<file path="config.mk">
export PLATFORM = sky130hd
export DESIGN_NAME = tlu_trigger_emulator
export DESIGN_NICKNAME = d
export VERILOG_FILES = /design/src/rtl/tlu_trigger_emulator.sv
export SDC_FILE = /design/constraint.sdc
export NUM_CORES = 1
export LEC_CHECK = 0
export BUFFER_PORTS_ARGS = -buffer_cell sky130_fd_sc_hd__buf_2
export CAP_MARGIN = 20
export CORE_MARGIN = 5
export CORE_UTILIZATION = 50
export CTS_CLUSTER_DIAMETER = 150
export DETAILED_ROUTE_END_ITERATION = 8
export MAX_ROUTING_LAYER = met4
export PLACE_DENSITY = 0.75
export RECOVER_POWER = 25
export SYNTH_ARGS = -nofsm -noshare
export SYNTH_HDL_FRONTEND = slang
export SYNTH_SLANG_ARGS = --single-unit
export TNS_END_PERCENT = 20
</file>
<file path="constraint.sdc">
create_clock -name i_clk -period 2.2 [get_ports i_clk]
set_input_delay 0.11 -clock i_clk [delete_from_list [all_inputs] [get_ports i_clk]]
set_output_delay 0.11 -clock i_clk [all_outputs]
set_load 0.01 [all_outputs]
</file>
<file path="src/rtl/tlu_trigger_emulator.sv">
// tlu_trigger_emulator
// Emulates the TLU side of the trigger/busy/clock handshake: issues triggers
// on request (or from an optional rate generator), waits for the DUT BUSY and
// returns the trigger number serially on TLU_TRIGGER, clocked by TLU_CLOCK.
// Optional feature macro: TLU_EMULATOR_RATE_GEN_EN builds the periodic
// trigger generator; without it TRIGGER_PERIOD is accepted but ignored.
module tlu_trigger_emulator #(
    parameter int NUMBER_WIDTH = 15,
    parameter int PULSE_CYCLES = 4,
    parameter int DEAD_CYCLES  = 8
) (
    input  logic                    i_clk,
    input  logic                    i_reset_n,
    input  logic                    i_enable,
    input  logic [1:0]              i_tlu_mode,
    input  logic                    i_trigger_req,
    input  logic [15:0]             i_trigger_period,
    input  logic [7:0]              i_handshake_timeout,
    input  logic                    i_error_clear,
    input  logic                    i_tlu_busy,
    input  logic                    i_tlu_clock,
    input  logic                    i_tlu_assert_veto,
    output logic                    o_tlu_trigger,
    output logic [NUMBER_WIDTH-1:0] o_trigger_number,
    output logic                    o_timeout_error,
    output logic [15:0]             o_skipped_count,
    output logic                    o_idle_flag
);

    localparam logic [2:0] S_IDLE          = 3'd0;
    localparam logic [2:0] S_TRIG_HIGH     = 3'd1;
    localparam logic [2:0] S_WAIT_BUSY_LOW = 3'd2;
    localparam logic [2:0] S_SHIFT         = 3'd3;
    localparam logic [2:0] S_DEAD          = 3'd4;

    logic [2:0]              r_state;
    logic [1:0]              r_mode;
    logic [15:0]             r_cnt;
    logic [31:0]             r_shift;
    logic [NUMBER_WIDTH-1:0] r_number;
    logic                    r_trigger;
    logic                    r_timeout_error;
    logic [15:0]             r_skipped;

    logic r_busy_meta, r_busy_sync;
    logic r_tclk_meta, r_tclk_sync, r_tclk_prev;
    logic r_veto_meta, r_veto_sync;

    logic w_tick;
    logic w_req;
    logic w_accept;
    logic w_tclk_rise;
    logic w_timeout;

    // Two-flop synchronizers for the DUT-side asynchronous inputs, plus one
    // extra stage on TLU_CLOCK for rising-edge detection.
    always_ff @(posedge i_clk or negedge i_reset_n) begin
        if (!i_reset_n) begin
            r_busy_meta <= 1'b0;
            r_busy_sync <= 1'b0;
            r_tclk_meta <= 1'b0;
            r_tclk_sync <= 1'b0;
            r_tclk_prev <= 1'b0;
            r_veto_meta <= 1'b0;
            r_veto_sync <= 1'b0;
        end else begin
            // NOTE: non-blocking so each stage samples the previous stage's old value.
            r_busy_meta <= i_tlu_busy;
            r_busy_sync <= r_busy_meta;
            r_tclk_meta <= i_tlu_clock;
            r_tclk_sync <= r_tclk_meta;
            r_tclk_prev <= r_tclk_sync;
            r_veto_meta <= i_tlu_assert_veto;
            r_veto_sync <= r_veto_meta;
        end
    end

`ifdef TLU_EMULATOR_RATE_GEN_EN
    logic [15:0] r_rate_cnt;

    assign w_tick = (i_trigger_period != 16'd0) &&
                    (r_rate_cnt >= i_trigger_period - 16'd1);

    // Free-running period counter; a zero period stops and clears it.
    always_ff @(posedge i_clk or negedge i_reset_n) begin
        if (!i_reset_n) begin
            r_rate_cnt <= 16'd0;
        end else if (i_trigger_period == 16'd0 || w_tick) begin
            r_rate_cnt <= 16'd0;
        end else begin
            r_rate_cnt <= r_rate_cnt + 16'd1;
        end
    end
`else
    logic w_unused_period;

    assign w_unused_period = ^i_trigger_period;
    assign w_tick          = 1'b0;
`endif

    // A tick and a request in the same cycle merge into one request.
    assign w_req       = i_trigger_req | w_tick;
    assign w_accept    = w_req && (r_state == S_IDLE) && i_enable && !r_veto_sync;
    assign w_tclk_rise = r_tclk_sync & ~r_tclk_prev;
    assign w_timeout   = (r_state == S_TRIG_HIGH) && r_mode[1] && !r_busy_sync &&
                         (i_handshake_timeout != 8'd0) &&
                         (r_cnt == 16'(i_handshake_timeout) - 16'd1);

    // Sticky timeout flag and saturating skip counter; clear wins over events.
    always_ff @(posedge i_clk or negedge i_reset_n) begin
        if (!i_reset_n) begin
            r_timeout_error <= 1'b0;
            r_skipped       <= 16'd0;
        end else if (i_error_clear) begin
            r_timeout_error <= 1'b0;
            r_skipped       <= 16'd0;
        end else begin
            if (w_timeout) begin
                r_timeout_error <= 1'b1;
            end
            if (w_req && !w_accept && r_skipped != 16'hFFFF) begin
                r_skipped <= r_skipped + 16'd1;
            end
        end
    end

    // Handshake state machine; the trigger line is registered alongside it.
    always_ff @(posedge i_clk or negedge i_reset_n) begin
        if (!i_reset_n) begin
            r_state   <= S_IDLE;
            r_mode    <= 2'b00;
            r_cnt     <= 16'd0;
            r_shift   <= 32'd0;
            r_number  <= '0;
            r_trigger <= 1'b0;
        end else begin
            case (r_state)
                S_IDLE: begin
                    r_trigger <= 1'b0;
                    if (w_accept) begin
                        r_state   <= S_TRIG_HIGH;
                        r_trigger <= 1'b1;
                        r_mode    <= i_tlu_mode;
                        r_cnt     <= 16'd0;
                        r_shift   <= 32'(r_number);
                        r_number  <= r_number + NUMBER_WIDTH'(1);
                    end
                end
                S_TRIG_HIGH: begin
                    r_cnt <= r_cnt + 16'd1;
                    if (!r_mode[1]) begin
                        if (r_cnt == 16'(PULSE_CYCLES - 1)) begin
                            r_state   <= S_DEAD;
                            r_trigger <= 1'b0;
                            r_cnt     <= 16'd0;
                        end
                    end else if (r_busy_sync) begin
                        r_trigger <= 1'b0;
                        r_state   <= r_mode[0] ? S_SHIFT : S_WAIT_BUSY_LOW;
                    end else if (w_timeout) begin
                        r_state   <= S_DEAD;
                        r_trigger <= 1'b0;
                        r_cnt     <= 16'd0;
                    end
                end
                S_WAIT_BUSY_LOW: begin
                    r_trigger <= 1'b0;
                    if (!r_busy_sync) begin
                        r_state <= S_DEAD;
                        r_cnt   <= 16'd0;
                    end
                end
                S_SHIFT: begin
                    // The shifter is zero-filled, so edges past bit 31 drive 0.
                    if (!r_busy_sync) begin
                        r_state   <= S_DEAD;
                        r_trigger <= 1'b0;
                        r_cnt     <= 16'd0;
                    end else if (w_tclk_rise) begin
                        r_trigger <= r_shift[0];
                        r_shift   <= r_shift >> 1;
                    end
                end
                S_DEAD: begin
                    r_trigger <= 1'b0;
                    r_cnt     <= r_cnt + 16'd1;
                    if (r_cnt == 16'(DEAD_CYCLES - 1)) begin
                        r_state <= S_IDLE;
                    end
                end
                default: begin
                    r_state   <= S_IDLE;
                    r_trigger <= 1'b0;
                end
            endcase
        end
    end

    assign o_tlu_trigger    = r_trigger;
    assign o_trigger_number = r_number;
    assign o_timeout_error  = r_timeout_error;
    assign o_skipped_count  = r_skipped;
    assign o_idle_flag      = (r_state == S_IDLE);

endmodule
</file>
; ---- After elaboration in Yosys (flattened, before gate mapping)
; Cells that the tools add are included.
[op_classes]
n_mux = 32
eq_ne = 16
add_sub_neg = 4
bitwise_logic = 2
n_reduce_logical = 24
[ops]
columns = op, count
row1 = $mux 16, 8
row2 = $mux 32, 3
row3 = $pmux 16 s4, 1
row4 = $pmux 32 s2, 1
row5 = $add 16x1->16 const B, 2
row6 = $mux 3, 7
row7 = $eq 16x16->1, 1
row8 = $eq 16x2->1 const B, 1
row9 = $eq 16x3->1 const B, 1
row10 = $ne 16x16->1 const B, 1
row11 = $add 15x1->15 const B, 1
row12 = $pmux 3 s4, 1
row13 = $mux 1, 10
row14 = $logic_and 1x1->1, 9
row15 = $sub 8x1->9 const B, 1
row16 = $ne 2x2->1 const B, 4
row17 = $reduce_bool 8->1, 1
row18 = $eq 3x2->1 const B, 2
row19 = $reduce_and 3->1, 2
row20 = $reduce_bool 2->1, 3
row21 = $reduce_and 5->1, 1
row22 = $ne 4x4->1 const B, 1
row23 = $reduce_and 4->1, 1
row24 = $reduce_bool 4->1, 1
row25 = other kinds (12), 14
[totals]
out_inout_bits = 34
register_bits = 93

; ---- Longest topological paths before layout
; Gate-level depths: netlist (run 1).
[depth]
word_depth = 9
mapped_depth = 10

; ---- Worst setup path before layout (run 1)
; No wires, ideal clock.
[synth_path]
path_type = register to register
start = reg r_state[1]
end = reg r_cnt[13]
required_time_ps = 2081
setup_time_ps = 119
path_slack_ps = -228
path_buffers = 2
t_arrival_ps = 2309
stages_incl_launch_ff = 10
cell_sequence = dfrtp_1 -> clkbuf_1 -> or3b_1 -> nor3_2 -> nand4_1 -> a2111oi_2 -> or4b_4 -> a21oi_4 -> buf_6 -> nor2_1
[synth_between]
elab_chain_cells = 9
word_cells_on_any_way = 21
classes_between = 6 x eq/ne / 4 x mux / 11 x reduce/logical
[synth_rtl]
columns = element, line_no
row1 = "start, declared", 36  ; logic [2:0] r_state;
row2 = "start signal, assigned", 159  ; r_state <= r_mode[0] ? S_SHIFT : S_WAIT_BUSY_LOW;
row3 = $eq 3x1->1, "105, 137"
row4 = $logic_and 1x1->1 (3 in a row), 105  ; assign w_timeout = (r_state == S_TRIG_HIGH) && r_mode[1] && !r_busy_sync &&
row5 = $logic_and 1x1->1, 106  ; (i_handshake_timeout != 8'd0) &&
row6 = $mux 16, 160  ; end else if (w_timeout) begin
row7 = $mux 16, 157  ; end else if (r_busy_sync) begin
row8 = $mux 16, 151  ; if (!r_mode[1]) begin
row9 = $pmux 16 s4, 137  ; case (r_state)
row10 = "end signal, assigned", 150  ; r_cnt <= r_cnt + 16'd1;
row11 = "end signal, assigned", 186  ; r_cnt <= r_cnt + 16'd1;
row12 = "end, declared", 38  ; logic [15:0] r_cnt;
; Several ways; a longest one is shown, not always the timed one.
; A chain may end at the register's enable or synchronous reset.

; ---- Worst setup path after layout (run 1)
[layout_path]
start = reg r_state[2]
end = reg r_cnt[2]
; The elaborated chain is that of the path after synthesis.

==> run_results.csv, run 1 <==
group,metric,value,unit
global_route,grt_remaining_overflow,0,
pwr,power.internal,2.84,mW
placed_design,portBuffers,51,
routing,routed_wirelength,8.58,mm
pwr,p_seq_share,43.5,%
die,die_area,9490,sq um
worst_setup_path,crit_type,"reg -> reg",
pwr,peakVddDrop,0.617,mV
worst_setup_path,rr_endpoint,"r_cnt[2]",
synth,synth_area_per_cell,9.60,sq um
cts,cts.htree.levels,3,
sta,setup_viol,20,
pwr,swShare,33.3,%
cts,cts.path.max_buffers,2,
die,die_h,97.4,microns
worst_setup_path,endpoint_kind,"flip-flop",
cts,clock_sinks,76,
sta,rsz0062_at_grt,"true",
pwr,p_leak,2.36,nW
pwr,p_per_area,882,nW/um^2
sta,clock_skew,0.00843,ns
placed_design,finalWeightedCongestion,0.830,
global_route,grt_max_degree,49,
global_route,grt_pass1_vias,3202,
synth,synth.cell_area,3820,sq um
routing,num_vias,3206,
cells_and_area,diodes,0,
synth,yosys-top-cells-area,"dfrtp_1 50%, xnor2_1 6.2%, nor2_1 5.8%",
synth,syn_inst,398,
synth,synth_edf_count,0,
synth,synth_seq_area_share,49.8,%
die,start_util,52.1,%
routing,final_antenna_net_count,0,
synth,synth_ff_type,"dfrtp_1",
pwr,p_comb_share,31.7,%
worst_setup_path,crit_arrival,2.64,ns
die,io_pins,68,
cts,cts_tree,"built",
placed_design,placed_cell_area,4530,sq um
routing,vias_per_cell,5.30,
pwr,switching_power,1.42,mW
routing,wire_per_inst,14.2,microns
sta,fin_crit,2.41,ns
placed_design,hpwl,6.19,mm
sta,relSlewSlack,22.8,%
routing,route.detailed.drc,0,
synth,synth_warnings,0,
min_path,hold_path.class,"in -> async",
worst_setup_path,cp-start-kind,"flip-flop",
global_route,antenna_found_initial,0,
routing,drtIter0Drc,120,
pwr,clkPwrFrac,24.8,%
sta,hold_viol,0,
cts,cts-root-buf,"clkbuf_8",
synth,async_flop_share,100,%
synth,synth_nets,437,
sta,max_freq,416,MHz
cts,path_clk_slew,0.07,ns
global_route,grtUsageTotal,19.1,%
worst_setup_path,r2r_slack,-0.21,ns
sta,maxSlewViolCount,0,
global_route,grt_pass1_wl,14.7,mm
cells_and_area,final_nets,540,
worst_setup_path,rr_worst_depth,8,
cells_and_area,postLayoutCellArea,4830,sq um
synth,yosysTopAreaCell,"dfrtp_1",
cts,cts_made_buffers,9,
worst_setup_path,worst_ep_required_time,2.43,ns
cts,clk_latency,0.35,ns
cells_and_area,area_delta_synth_final,26.3,%
cells_and_area,fin_util,65.8,%
sta,finalSetupTns,-3.54,ns
status,violations,"negative setup slack",
cells_and_area,drive_gt1_share,25.9,%
synth,synth_seq_cells,76,
die,core,7330,sq um
sta,tightest_slew,1.16,ns
routing,dr.pass1.iters,4,
worst_setup_path,path_max_fanout,14,
die,fp-row-count,31,
sta,fin_crit_sh,109,%
flow_run,max-cap-violations,0,
die,die_width,97.4,microns
sta,layout_setup_ws,-0.205,ns
status,outcome,"finished with violations",
synth,synth.distinct_cells,44,
synth,synth.top_cell.area_share,49.8,%
worst_setup_path,r2r_start,"r_state[2]",
-- sequential cells by signal (all words and copies together) (netlist names) --
name and flops:
r_tclk_prev 1, r_tclk_sync 1, r_busy_sync 1, r_veto_sync 1, r_mode 2, o_tlu_trigger 1
r_tclk_meta 1, r_cnt 16, r_shift 15, r_busy_meta 1, o_timeout_error 1, r_veto_meta 1
o_trigger_number 15, r_state 3, o_skipped_count 16
-- kinds of logic (layout without fill, tap and decap cells) --
| logic type | after synthesis | count (layout) | synth area share [%] |
|---|---|---|---|
| fa+ha+maj | 5 | 5 | 1.64 |
| xor+xnor | 48 | 48 | 11.0 |
| compound gates | 48 | 48 | 7.69 |
| mux | 16 | 16 | 4.19 |
| simple gates | 177 | 177 | 22.8 |
| flops | 76 | 76 | 49.8 |
| buf+inv | 28 | 136 | 2.95 |
-- worst max-delay path, cell delays in order (launching register included) --
cell and delay (ns):
dfrtp_1 0.39, or3b_4 0.42, nor3_4 0.15, nand4_1 0.14, a2111oi_2 0.24, or4b_4 0.58, a21oi_4 0.18, buf_12 0.15
nor3_1 0.05
-- worst max path at each step --
stage,from,to,cells after the start
2_1_floorplan,r_state[1],r_cnt[13],9
5_1_grt,r_state[2],o_tlu_trigger,7
3_3_place_gp,i_handshake_timeout[3],r_state[0],8
3_5_place_dp,i_handshake_timeout[3],r_state[0],8
4_1_cts,r_state[2],r_cnt[2],8
6_report,r_state[2],r_cnt[2],8
-- cells in the final DEF (no fill, tap or decap), types with 13 or more instances in the layout --
master / count
nand2_1: 34
nor2_1: 57
xnor2_1: 27
buf_2: 50
mux2i_1: 16
a21oi_1: 21
inv_1: 15
nand3_1: 20
buf_4: 46
xor2_1: 21
nor3_1: 13
dfrtp_1: 76
-- per-stage QoR --
| step | power, mW | cells | hold slack (ns) | setup slack (ns) |
|---|---|---|---|---|
| after floorplan | 2.62 | 398 | -0.186 | -0.169 |
| after global placement | 3.11 | 581 | -0.0832 | -0.143 |
| after detailed placement | 3.18 | 581 | -0.0809 | -0.272 |
| after CTS | 4.27 | 604 | 0.0827 | -0.201 |
| after global routing | 4.53 | 605 | 0.116 | -0.334 |
| final | 4.26 | 605 | 0.0952 | -0.205 |
-- Yosys cell counts (2+ instances only) --
cell type  count
and4_1         3
a21oi_1       24
and2_1         4
nor2b_1        2
nand2b_1       2
xnor2_1       27
clkbuf_1      10
and3_1         9
ha_1           5
nand4_1        8
o21ai_0       13
or4_1          3
dfrtp_1       76
nor3_1        15
mux2i_1       16
xor2_1        21
nand2_1       34
or3_1          5
nand3_1       21
nor2_1        59
nor4_1         3
buf_1          2
inv_1         15
-- metal layers --
metal	GRT usage, %	up-vias	wire, microns
met5	-	-	0
met4	6.60	0	117
met3	3.73	11	299
met2	31.7	52	4340
met1	23.3	1571	3830
li1	-	1572	-
-- area by class of cell --
type,instances,area [sq um]
timing repair buffer,105,684
clock inverter,4,48.8
clock buffer,12,145
inverter,15,56.3
multi-input combinational,294,1870
tap,99,124
sequential,76,1900
fill,573,2500
-- timing repair --
| item | CTS | global route |
|---|---|---|
| setup buffers | 1 | 1 |
| endpoints found under the hold margin | 81 | 0 |
| endpoints found under the setup margin | 27 | 40 |
| gates resized for setup | 6 | 6 |
| pin swaps | 6 | 3 |
| hold buffers | 6 | 0 |
-- power groups by stage --
stage,combinational (mW),sequential (mW),clock [mW]
2_1_floorplan,0.757,1.86,0
5_1_grt,1.51,1.89,1.13
3_3_place_gp,1.25,1.86,0
3_5_place_dp,1.30,1.87,0
4_1_cts,1.34,1.85,1.08
6_report,1.35,1.85,1.06
Power figures use the tool's default switching activity.
==> run 2, diff against run 1 <==
ABC_AREA = 1   (was default)
CORE_UTILIZATION = 52   (was 50)
CTS_CLUSTER_DIAMETER = 30   (was 150)
PLACE_DENSITY = 0.77   (was 0.75)
==> run_results.csv, run 2 <==
group,metric,value,unit
status,outcome,"finished, final reports clean",
pwr,peakVddDrop,0.439,mV
placed_design,portBuffers,51,
cells_and_area,drive_gt1_share,17.0,%
routing,routed_wirelength,9.74,mm
cells_and_area,final_common_cell,"nand2_1",
cells_and_area,regArea,1900,sq um
placed_design,dp_cells,742,
synth,synth.distinct_cells,39,
synth,syn_inst,592,
cells_and_area,diodes,0,
cells_and_area,nFillCells,790,
synth,synth_ff_type,"dfrtp_1",
routing,final_antenna_net_count,0,
cells_and_area,postLayoutCellArea,5190,sq um
placed_design,post-place-ws,0.155,ns
worst_setup_path,path_max_fanout,7,
synth,yosysMostFrequentCell,"nand2_1",
pwr,power,4.50,mW
die,die_h,104,microns
global_route,grt_max_degree,53,
worst_setup_path,setup.worst_path.start,"o_skipped_count[0]",
cts,path_clk_slew,0.08,ns
cells_and_area,multi_input_area,2250,sq um
synth,synth_edf_count,0,
die,die_area,10700,sq um
cts,cts.path.max_buffers,2,
flow_run,max-cap-violations,0,
synth,yosys-top-cells-area,"dfrtp_1 42%, nand2_1 14%, inv_1 6.7%",
die,start_util,52.7,%
placed_design,finalWeightedCongestion,0.931,
global_route,grtUsageTotal,18.8,%
synth,synth_nets,631,
global_route,grt_pass1_vias,3737,
worst_setup_path,crit_slowest_cell,"dfrtp_1",
synth,synth_seq_cells,76,
sta,hold_viol,0,
sta,tightest_slew,1.29,ns
routing,num_vias,3901,
worst_setup_path,endpoint_kind,"flip-flop",
worst_setup_path,path_buf_inv,1,
synth,synth_area_per_cell,7.69,sq um
synth,synth.cell_area,4550,sq um
cts,clock_sinks,76,
sta,fin_crit,2.01,ns
worst_setup_path,r2r_slack,0.19,ns
global_route,grt_remaining_overflow,0,
die,io_pins,68,
sta,relSlewSlack,13.9,%
worst_setup_path,crit_type,"reg -> reg",
global_route,grt_pass1_wl,16.8,mm
synth,synth_seq_area_share,41.8,%
cells_and_area,fin_util,60.1,%
sta,hold_ws,0.0202,ns
sta,max_freq,498,MHz
routing,wire_per_inst,12.7,microns
synth,yosys-top-cells-count,"166 x nand2_1, 81 x inv_1, 76 x dfrtp_1",
synth,yosysTopAreaCell,"dfrtp_1",
placed_design,hpwl,7.14,mm
worst_setup_path,crit_arrival,2.24,ns
cells_and_area,most-common-layout-cells,"166 x nand2_1, 81 x inv_1, 76 x dfrtp_1",
pwr,p_per_area,867,nW/um^2
worst_setup_path,rr_worst_depth,13,
worst_setup_path,max_stage_delay,0.41,ns
die,core,8640,sq um
worst_setup_path,worst_ep_required_time,2.44,ns
worst_setup_path,cp-start-kind,"flip-flop",
cells_and_area,area_delta_synth_final,14.0,%
die,die_width,104,microns
cts,cts-root-buf,"clkbuf_8",
sta,layout_setup_ws,0.194,ns
worst_setup_path,path_depth,13,
sta,clock_skew,0.0110,ns
global_route,antenna_found_initial,0,
synth,synth.top_cell.area_share,41.8,%
sta,fin_crit_sh,91.2,%
worst_setup_path,rr_endpoint,"o_skipped_count[3]",
cells_and_area,layout.cells.non_filler,765,
worst_setup_path,critPathTopFamily,"simple AND/OR/NAND/NOR gates",
routing,dr.pass1.iters,4,
pwr,p_leak,2.67,nW
placed_design,placed_cell_area,4910,sq um
min_path,hold_path.class,"in -> reg",
cts,clk_latency,0.34,ns
die,fp-row-count,34,
cells_and_area,final_nets,693,
worst_setup_path,worstPathCellList,"ha_1 > nand2_1 > nor2_2 > nand3_2 > nor2_2 > nand2_2 > nor2_2 > nor2_1 > nand2_4 > buf_12 > nor2_1 > o21ai_0 > nor2_1",
cts,cts_tree,"built",
cts,cts_made_buffers,9,
sta,maxSlewViolCount,0,
worst_setup_path,r2r_start,"o_skipped_count[0]",
routing,route.detailed.drc,0,
routing,drtIter0Drc,204,
cts,cts.htree.levels,3,
synth,synth_warnings,0,
sta,setup_viol,0,
sta,finalSetupTns,0,ns
routing,vias_per_cell,5.10,
worst_setup_path,endpoint,"o_skipped_count[3]",
synth,async_flop_share,100,%
## run 2: cell types whose count changed in the layout (fill, tap and decap cells not counted), sizes merged, moves of 6 or more
cell    delta
a21oi     -18
and3       -9
buf       -37
inv       +73
mux2i     -16
nand2    +138
nand3     +31
nor2       -6
o211ai    +14
o21ai     +12
o31ai     +10
xnor2     -14
xor2       +6
## run 2: metal layers
| metal | track usage (%) | wire length [microns] | share of wire [%] | up-vias |
|---|---|---|---|---|
| li1 | - | - | - | 2012 |
| met1 | 23.8 | 4340 | 45 | 1792 |
| met2 | 31.1 | 4830 | 50 | 85 |
| met3 | 2.49 | 428 | 4.4 | 12 |
| met4 | 6.28 | 142 | 1.5 | 0 |
| met5 | - | 0 | 0 | - |
## run 2: what timing repair did
action | in CTS | in global routing
hold buffers | 5 | 0
setup endpoints to repair | 0 | 20
setup buffers | 0 | 4
endpoints found under the hold margin | 53 | 0
resized for setup | 0 | 2
## run 2: report_power, final
group	total, mW	switching, mW	internal (mW)
clock	1.00	0.494	0.507
sequential	1.91	0.267	1.65
combinational	1.58	1.04	0.546
## run 2: final cells by class
cell class	instances	share of cell area [%]
Clock buffer	9	2.39
Multi-Input combinational cell	413	43.3
Inverter	88	6.42
Tap cell	108	2.60
Clock inverter	5	1.06
Timing Repair Buffer	66	7.57
Sequential cell	76	36.7
## run 2: cells by family after synthesis
group                    count (synthesis)  share of synthesized area, %
AND/OR/NAND/NOR                        309                          32.0
buffers and inverters                  103                          9.04
flip-flops                              76                          41.8
AO/OA/AOI/OAI                           59                          8.08
XOR/XNOR                                40                          7.70
adder cells (fa/ha/maj)                  5                          1.37
## run 2: how the worst min path moves through the flow
stage,startpoint,end,slack (ns),depth (start not counted)
floorplan,i_reset_n,o_skipped_count[0],-0.19,0
global placement,i_reset_n,r_shift[5],0.19,1
detailed placement,i_reset_n,r_shift[6],0.18,1
CTS,i_tlu_mode[1],r_mode[1],0.01,3
global route,i_tlu_mode[1],r_mode[1],0.06,3
finish,i_tlu_mode[1],r_mode[1],0.02,3
## run 2: worst reg2reg max path: stages (launching register included)
cell,delay (ns)
dfrtp_1,0.41
ha_1,0.21
nand2_1,0.09
nor2_2,0.16
nand3_2,0.14
nor2_2,0.17
nand2_2,0.09
nor2_2,0.08
nor2_1,0.07
nand2_4,0.12
buf_12,0.12
nor2_1,0.03
o21ai_0,0.16
nor2_1,0.06
